## config.mk

```make
export PLATFORM = sky130hd
export DESIGN_NAME = byte_serial_adder
export DESIGN_NICKNAME = d
export VERILOG_FILES = /design/src/rtl/byte_serial_adder.sv
export SDC_FILE = /design/constraint.sdc
export NUM_CORES = 1
export LEC_CHECK = 0
export ABC_AREA = 1
export CAP_MARGIN = 20
export CORE_ASPECT_RATIO = 1.4
export CORE_UTILIZATION = 52
export DETAILED_ROUTE_END_ITERATION = 12
export PLACE_DENSITY = 0.82
export SETUP_SLACK_MARGIN = 0.5
export SLEW_MARGIN = 20
export SYNTH_ARGS = -nofsm -noshare
export SYNTH_HDL_FRONTEND = slang
export SYNTH_HIERARCHICAL = 1
export SYNTH_SLANG_ARGS = --single-unit
```

## constraint.sdc

```tcl
create_clock -name clk -period 2.6 [get_ports clk]
set_input_delay 0.78 -clock clk [delete_from_list [all_inputs] [get_ports clk]]
set_output_delay 0.78 -clock clk [all_outputs]
set_load 0.02 [all_outputs]
```

## src/rtl/byte_serial_adder.sv

```systemverilog
// byte_serial_adder: multi-byte add, one byte per cycle, through a shared 8-bit prefix adder
module prefixadder8 (
  input  logic [7:0] a,
  input  logic [7:0] b,
  input  logic       cin,
  output logic [7:0] s
);
  logic [7:0] g0, p0, g1, p1, g2, p2, g3, p3;
  logic [8:0] c;
  function automatic logic [15:0] lvl(input logic [7:0] g, input logic [7:0] p, input int d);
    logic [7:0] go, po;
    go = g;
    po = p;
    for (int i = 0; i < 8; i++)
      if (i >= d) begin
        go[i] = g[i] | (p[i] & g[i-d]);
        po[i] = p[i] & p[i-d];
      end
    return {go, po};
  endfunction
  assign g0 = a & b;
  assign p0 = a ^ b;
  assign {g1, p1} = lvl(g0, p0, 1);
  assign {g2, p2} = lvl(g1, p1, 2);
  assign {g3, p3} = lvl(g2, p2, 4);
  assign c = {g3 | (p3 & {8{cin}}), cin};
  assign s = p0 ^ c[7:0];
endmodule

module byte_serial_adder #(
  parameter int NBYTES = 4
) (
  input  logic                clk,
  input  logic                reset,
  input  logic                start,
  input  logic [8*NBYTES-1:0] a,
  input  logic [8*NBYTES-1:0] b,
  input  logic                cin,
  output logic                busy,
  output logic                done,
  output logic [8*NBYTES-1:0] sum,
  output logic                cout
);
  localparam int W = 8 * NBYTES;
  localparam int IW = NBYTES > 1 ? $clog2(NBYTES) : 1;
  typedef enum logic [1:0] {IDLE, RUN, DONE} state_t;
  state_t state, state_n;
  logic [IW-1:0] idx;
  logic [W-1:0] a_q, b_q;
  logic carry_q, c8, last;
  logic [7:0] a_byte, b_byte, s_byte;
  assign a_byte = a_q[idx*8 +: 8];
  assign b_byte = b_q[idx*8 +: 8];
  assign last = idx == IW'(NBYTES - 1);
  prefixadder8 u_slice (.a(a_byte), .b(b_byte), .cin(carry_q), .s(s_byte));
  // the slice has no carry-out; recover it from the top bit
  assign c8 = (a_byte[7] & b_byte[7]) | ((a_byte[7] ^ b_byte[7]) & ~s_byte[7]);
  always_comb begin
    state_n = state;
    case (state)
      IDLE: state_n = start ? RUN : IDLE;
      RUN:  state_n = last ? DONE : RUN;
      default: state_n = IDLE;
    endcase
  end
  always_ff @(posedge clk or negedge reset)
    if (!reset) state <= IDLE;
    else state <= state_n;
  always_ff @(posedge clk or negedge reset)
    if (!reset) begin
      idx     <= '0;
      a_q     <= '0;
      b_q     <= '0;
      carry_q <= 1'b0;
      sum     <= '0;
      cout    <= 1'b0;
    end else if (state == IDLE && start) begin
      a_q     <= a;
      b_q     <= b;
      carry_q <= cin;
      idx     <= '0;
      sum     <= '0;
      cout    <= 1'b0;
    end else if (state == RUN) begin
      sum[idx*8 +: 8] <= s_byte;
      carry_q <= c8;
      if (last) cout <= c8;
      else idx <= idx + 1'b1;
    end
  assign busy = state != IDLE;
  assign done = state == DONE;
endmodule

```

## Word-level counts from Yosys, hierarchy flattened

Index checks and enable logic that the tools add are counted.

| storage, ports and cells | value |
|---|---|
| flip-flop bits (word level) | 102 |
| input bits | 68 |
| output and inout port bits | 35 |
| logic and storage cells | 90 |

| operators by class | value |
|---|---|
| $add $sub $neg | 2 |
| equal/unequal tests | 4 |
| shifts and indexed selects | 4 |
| mux-type cells | 14 |
| bitwise operators | 52 |
| reduce and logical (&&, ||, !) cells | 7 |

Operators by type and width:

| operator | number |
|---|---|
| 32-bit 2-to-1 mux | 2 |
| 32-bit by 6-bit variable part select with 8-bit output | 2 |
| 5-bit negation with 34-bit output | 1 |
| 8-bit by 34-bit variable shift with 32-bit output (first input constant) | 1 |
| 8-bit by 34-bit variable part select with 32-bit output | 1 |
| 32-bit bitwise mux | 1 |
| 1-bit AND | 30 |
| 8-bit XOR | 2 |
| 1-bit OR | 15 |
| 7-bit AND | 2 |
| 2-bit 2-to-1 mux | 4 |
| 7-bit OR | 1 |
| 1-bit 2-to-1 mux | 6 |
| 2-bit nonzero test | 3 |
| 2-bit equality test (second input constant) | 2 |
| 2-bit case mux with 2 select lines | 1 |
| 2-bit AND reduction | 2 |
| 2-bit by 1-bit adder with 2-bit output (second input constant) | 1 |
| 2-bit by 1-bit equality test with 1-bit output (second input constant) | 1 |
| 2-bit zero test | 1 |
| 2-bit by 1-bit inequality test with 1-bit output (second input constant) | 1 |
| 1-bit logical AND | 1 |
| 1-bit NOT | 1 |
| 1-bit XOR | 1 |

## Logic depth before layout (Yosys ltp)

| depth | value |
|---|---|
| depth after elaboration | 15 |
| mapped depth | 18 |
| depth with buffers taken out | 16 |

## Cells and area by module

Netlist, hierarchy kept.

Modules (own cells, without submodules):

| module | instances | cells an instance | area an instance (um^2) | sequential area each (um^2) |
|---|---|---|---|---|
| byte_serial_adder | 1 | 594 | 4,775.8 | 2,552.4 |
| prefixadder8 | 1 | 77 | 424.2 | 0.0 |

## Worst setup path before layout

No wires, ideal clock.

| path | value |
|---|---|
| path type | register to register |
| start | reg idx[0] |
| end | reg sum[15] |
| library setup time | 65 ps |
| data arrival time | 2,233 ps |
| data required time | 2,535 ps |
| path slack | 301 ps |
| cell stages (with the launch flop) | 16 |
| buffers on the path | 2 |
| period minus slack after synthesis | 2,299 ps |
| path through | dfrtp_1 -> buf_2 -> clkinv_1 -> clkbuf_1 -> o21ai_0 -> o22ai_1 -> ha_1 -> a21oi_1 -> nand2_2 -> nand2_1 -> nand3_1 -> nand2_1 -> nand2_1 -> nor2_1 -> nand3_1 -> nand2_1 |

| between the ends | value |
|---|---|
| cells in the longest elaborated chain, start to end | 13 |
| elaborated cells on any way between the ends | 55 |
| those cells by class | 1 x add/sub; 4 x shift; 3 x mux; 47 x bitwise |

RTL lines:

| element | line | RTL |
|---|---|---|
| start: declaration | 48 | `logic [IW-1:0] idx;` |
| start signal: assignment | 88 | `else idx <= idx + 1'b1;` |
| 32-bit by 6-bit variable part select with 8-bit output * | 52 | `assign a_byte = a_q[idx*8 +: 8];` |
| net a_byte[2] | 51 | `logic [7:0] a_byte, b_byte, s_byte;` |
| 8-bit XOR | 22 | `assign p0 = a ^ b;` |
| 1-bit AND, on equally long branches | 16, 17 |  |
| 1-bit OR / 1-bit AND (equally long branches) | 16 | `go[i] = g[i] \| (p[i] & g[i-d]);` |
| 1-bit OR | 16 |  |
| 1-bit AND | 16 |  |
| 1-bit OR | 16 |  |
| 7-bit OR * | 26 | `assign c = {g3 \| (p3 & {8{cin}}), cin};` |
| 8-bit XOR * | 27 | `assign s = p0 ^ c[7:0];` |
| net s_byte[7] | 51 |  |
| 8-bit by 34-bit variable part select with 32-bit output * | 85 | `sum[idx*8 +: 8] <= s_byte;` |
| 32-bit bitwise mux * | 85 |  |
| 32-bit 2-to-1 mux * | 84 | `end else if (state == RUN) begin` |
| 32-bit 2-to-1 mux * | 77 | `end else if (state == IDLE && start) begin` |
| end signal: indexed assignment | 85 |  |
| end: declaration | 41 | `output logic [8*NBYTES-1:0] sum,` |

Mark *: on every way through the listed nets, which the timed path passes. The rest lies on a longest branch. The select of a mux whose other input is x is not followed.
A chain may end at the register's enable or synchronous reset.

## Final worst setup path

| path | value |
|---|---|
| start | reg idx[0] |
| end | reg sum[15] |

| between the ends | value |
|---|---|
| cells in the longest elaborated chain, start to end | 13 |
| elaborated cells on any way between the ends | 55 |
| those cells by class | 1 x add/sub; 4 x shift; 3 x mux; 47 x bitwise |

RTL lines:

| element | line |
|---|---|
| 32-bit by 6-bit variable part select with 8-bit output * | 52 |
| net a_byte[4] | 51 |
| 8-bit XOR | 22 |
| 1-bit AND | 16 |
| 1-bit OR | 16 |
| 1-bit AND | 16 |
| 1-bit OR (2 in series) | 16 |
| 7-bit OR * | 26 |
| 8-bit XOR * | 27 |
| net s_byte[7] | 51 |
| 8-bit by 34-bit variable part select with 32-bit output * | 85 |
| 32-bit bitwise mux * | 85 |
| 32-bit 2-to-1 mux * | 84 |
| 32-bit 2-to-1 mux * | 77 |

Marks and branches as above.

==> results.py <==
metrics = {
    "outcome": {
        "status": "finished, final reports clean",
    },
    "timing": {
        "finalCriticalPeriod_ns": 2.47,
        "hold_viol_final": 0,
        "fin_ws_ns": 0.129,
        "worst_hold_slack_ns": 0.387,
        "fin_tns_setup_ns": 0,
        "setup_viol": 0,
        "slew_viol_final": 0,
        "worst_slew_margin_rel": 0.685,
        "fin_crit_sh": 0.950,
        "rsz0062_at_grt": "true",
        "clock.fmax_ghz": 0.405,
        "tightest_slew_ns": 0.473,
        "clock-skew-final_ns": 0.00398,
    },
    "critical_path": {
        "worst_path_max_delay_cell": "dfrtp_2",
        "critical_path_class": "flip-flop to flip-flop",
        "path_common_cell": "nand2_2",
        "cp-start-kind": "flip-flop",
        "required_ns": 2.88,
        "worst-path-max-fanout": 6,
        "end_kind": "flip-flop",
        "path_cells": "buf_12 > buf_16 > o21ai_2 > o22ai_1 > ha_1 > nand2_1 > nand2_2 > a21oi_4 > nand3_2 > nand2_2 > nand2_2 > nor2_4 > nand3_2 > nand2_1",
        "worstPathArrival_ns": 2.76,
        "critPathMaxStageDelay_ns": 0.49,
    },
    "clocking": {
        "htree_levels": 3,
        "clk_latency_ns": 0.34,
        "cts_buffers": 9,
        "clk_pin_slew_worst_paths_ns": 0.07,
        "clock-sinks": 102,
        "tritoncts": "done",
        "cts_buffer_depth": 2,
        "cts-root-buf": "clkbuf_16",
        "hold_buffers": 0,
    },
    "layout": {
        "stdcell_count": 921,
        "n_antenna_cell": 0,
        "seq_area_um2": 2560,
        "fillers": 707,
        "multi_input_area_um2": 2680,
        "nets": 868,
        "post-route-util": 0.761,
        "synthToLayoutAreaGrowth_pct": 40.0,
        "layout-drive-gt1-share": 0.183,
    },
    "route": {
        "ant_nets": 0,
        "routed_wl_um": 14500,
        "vias": 4847,
        "drt_iter0_drc": 265,
        "drc_errors": 0,
        "first_pass_iters": 6,
        "post_drt_wl_per_cell_um": 15.7,
        "vias_per_cell": 5.26,
    },
    "placed_design": {
        "post-place-ws_ns": -0.133,
        "port_buffers": 102,
        "dp.cells": 892,
        "post-dp-hpwl_um": 10500,
        "gp_congestion": 0.902,
    },
    "floorplan": {
        "start_util": 0.544,
        "die_area_um2": 10400,
        "die_y_um": 120,
        "rows": 42,
        "coreArea_um2": 9560,
        "die_width_um": 86.5,
        "io_pins": 103,
    },
    "power_and_ir_drop": {
        "p_int_w": 0.00586,
        "power_leakage_nw": 4.04,
        "powerDensity_nw_per_um2": 1540,
        "p_switching_w": 0.00538,
        "combinationalPowerShare": 0.635,
        "switching_share": 0.479,
        "p_clk_frac": 0.118,
        "seq_power_share": 0.247,
        "vdd_drop_max_mv": 0.852,
    },
    "global_routing": {
        "grt_pass1_vias": 4824,
        "gr-max-usage-layer": "met2",
        "grt.met1_usage": 0.314,
        "grt_use_met2": 0.527,
        "grt.total_usage": 0.288,
        "gr-usage-met3": 0.0451,
        "grt_overflow": 0,
        "grt_max_degree": 62,
        "antenna_found_initial": 0,
        "grt_pass1_wl_um": 22700,
    },
    "synthesis": {
        "yosys_warnings": 6,
        "ys_seq_area_frac": 0.491,
        "synthesis.area_um2": 5200,
        "syn_inst": 671,
        "synth_cell_types": 28,
        "syn_avg_cell_area_um2": 7.75,
        "synth_seq_cells": 102,
        "synth_fp_nets": 754,
    },
    "job": {
        "cap_violations": 0,
    },
    "min_path": {
        "min_path_type": "input port to asynchronous set/reset pin",
    },
}
layout by cell type (no fill, tap or decap), types with 3 or more instances in the layout:
cell	n
a21oi_2	3
buf_12	6
buf_4	23
clkbuf_16	9
clkdlybuf4s50_1	71
dfrtp_1	99
dfrtp_2	3
dlygate4sd2_1	11
dlymetal6s2s_1	18
ha_1	11
ha_4	3
inv_1	34
inv_2	6
nand2_1	283
nand2_2	18
nand2_4	5
nand3_1	50
nand3_2	6
nor2_1	32
nor2_2	8
nor2_4	7
nor3_2	6
o21ai_0	15
o21ai_1	10
o21ai_2	6
o21ai_4	5
o22ai_1	8
o22ai_2	8
xor2_2	3
final timing paths:
path	startpoint	end	slack (ns)	depth (start not counted)
min in group clk	sum[31]	sum[31]	0.47	2
setup / recovery	idx[0]	sum[15]	0.13	14
hold / removal	reset	sum[26]	0.39	1
max in group asynchronous	reset	a_q[7]	1.55	2
hold reg to reg	sum[31]	sum[31]	0.47	2
setup reg to reg	idx[0]	sum[15]	0.13	14
routing by layer:
metal | up-vias | share of wire
li1 | 2336 | -
met1 | 2296 | 0.36
met3 | 49 | 0.037
met2 | 166 | 0.55
met4 | 0 | 0.052
met5 | - | 0
kinds of logic (layout without fill, tap and decap cells):
group | Yosys count | count (layout) | synth area share
xor+xnor | 4 | 4 | 0.00818
compound gates | 58 | 58 | 0.0638
buf+inv | 73 | 191 | 0.0681
simple gates | 419 | 419 | 0.332
fa+ha+maj | 15 | 15 | 0.0375
flops | 102 | 102 | 0.491
synthesized netlist by cell type:
| cell type | instances | area share |
|---|---|---|
| nand2_1 | 297 | 0.21 |
| dfrtp_1 | 102 | 0.49 |
| nand3_1 | 56 | 0.054 |
| nor2_1 | 45 | 0.032 |
| inv_1 | 36 | 0.026 |
| o21ai_0 | 36 | 0.035 |
| o22ai_1 | 16 | 0.019 |
| ha_1 | 14 | 0.034 |
| clkbuf_1 | 11 | 0.0079 |
| nor3_1 | 8 | 0.0077 |
| buf_2 | 7 | 0.0067 |
| buf_4 | 7 | 0.010 |
| buf_6 | 6 | 0.013 |
| nand2_2 | 6 | 0.0072 |
| inv_2 | 4 | 0.0029 |
| nand2_4 | 3 | 0.0065 |
| a21oi_1 | 2 | 0.0019 |
| a21oi_2 | 2 | 0.0034 |
| clkinv_1 | 2 | 0.0014 |
| nor2_4 | 2 | 0.0043 |
| xor2_1 | 2 | 0.0034 |
| a21oi_4 | 1 | 0.0031 |
| fa_1 | 1 | 0.0039 |
| nand4_1 | 1 | 0.0012 |
| nor2_8 | 1 | 0.0039 |
| o21bai_1 | 1 | 0.0014 |
| xnor2_1 | 1 | 0.0017 |
| xor2_2 | 1 | 0.0031 |
state kept, by name (all words and copies together), names as in the netlist:
signal / count
a_q: 32
b_q: 32
carry_q: 1
cout: 1
idx: 2
state: 2
sum: 32
worst max-delay path, delay by kind of cell, from the launching register on:
| kind | cells | cell delay, ns |
|---|---|---|
| AOI/OAI and AO/OA | 3 | 0.41 |
| adders and majority gates | 1 | 0.37 |
| buffers and inverters | 2 | 0.31 |
| DFF | 1 | 0.49 |
| and+or+nand+nor | 8 | 0.82 |
power groups by stage:
stage / registers, W / clock network [W] / logic, W
6_report: 0.00278 / 0.00132 / 0.00713
5_1_grt: 0.00284 / 0.00140 / 0.00778
4_1_cts: 0.00278 / 0.00133 / 0.00633
2_1_floorplan: 0.00271 / 0 / 0.00375
3_5_place_dp: 0.00276 / 0 / 0.00536
3_3_place_gp: 0.00275 / 0 / 0.00527
layout make-up:
class / count / area share
multi-input combinational: 496 / 0.368
timing repair buffer: 134 / 0.195
clock inverter: 6 / 0.00876
tap: 132 / 0.0227
inverter: 42 / 0.0241
clock buffer: 9 / 0.0309
sequential: 102 / 0.351
metrics by stage:
stage,power [W],cell area (um2)
after global placement,0.00801,6400
after detailed placement,0.00811,6400
after CTS,0.0104,7020
after floorplan,0.00645,5260
final,0.0112,7280
after global routing,0.0120,7280
what timing repair did:
item / in CTS / in global routing
pin swaps: 19 / 28
setup buffers: 8 / 4
gates cloned: 2 / 0
endpoints found under the setup margin: 46 / 54
resized for setup: 78 / 62
No activity file was read; power rests on OpenSTA's default activity.
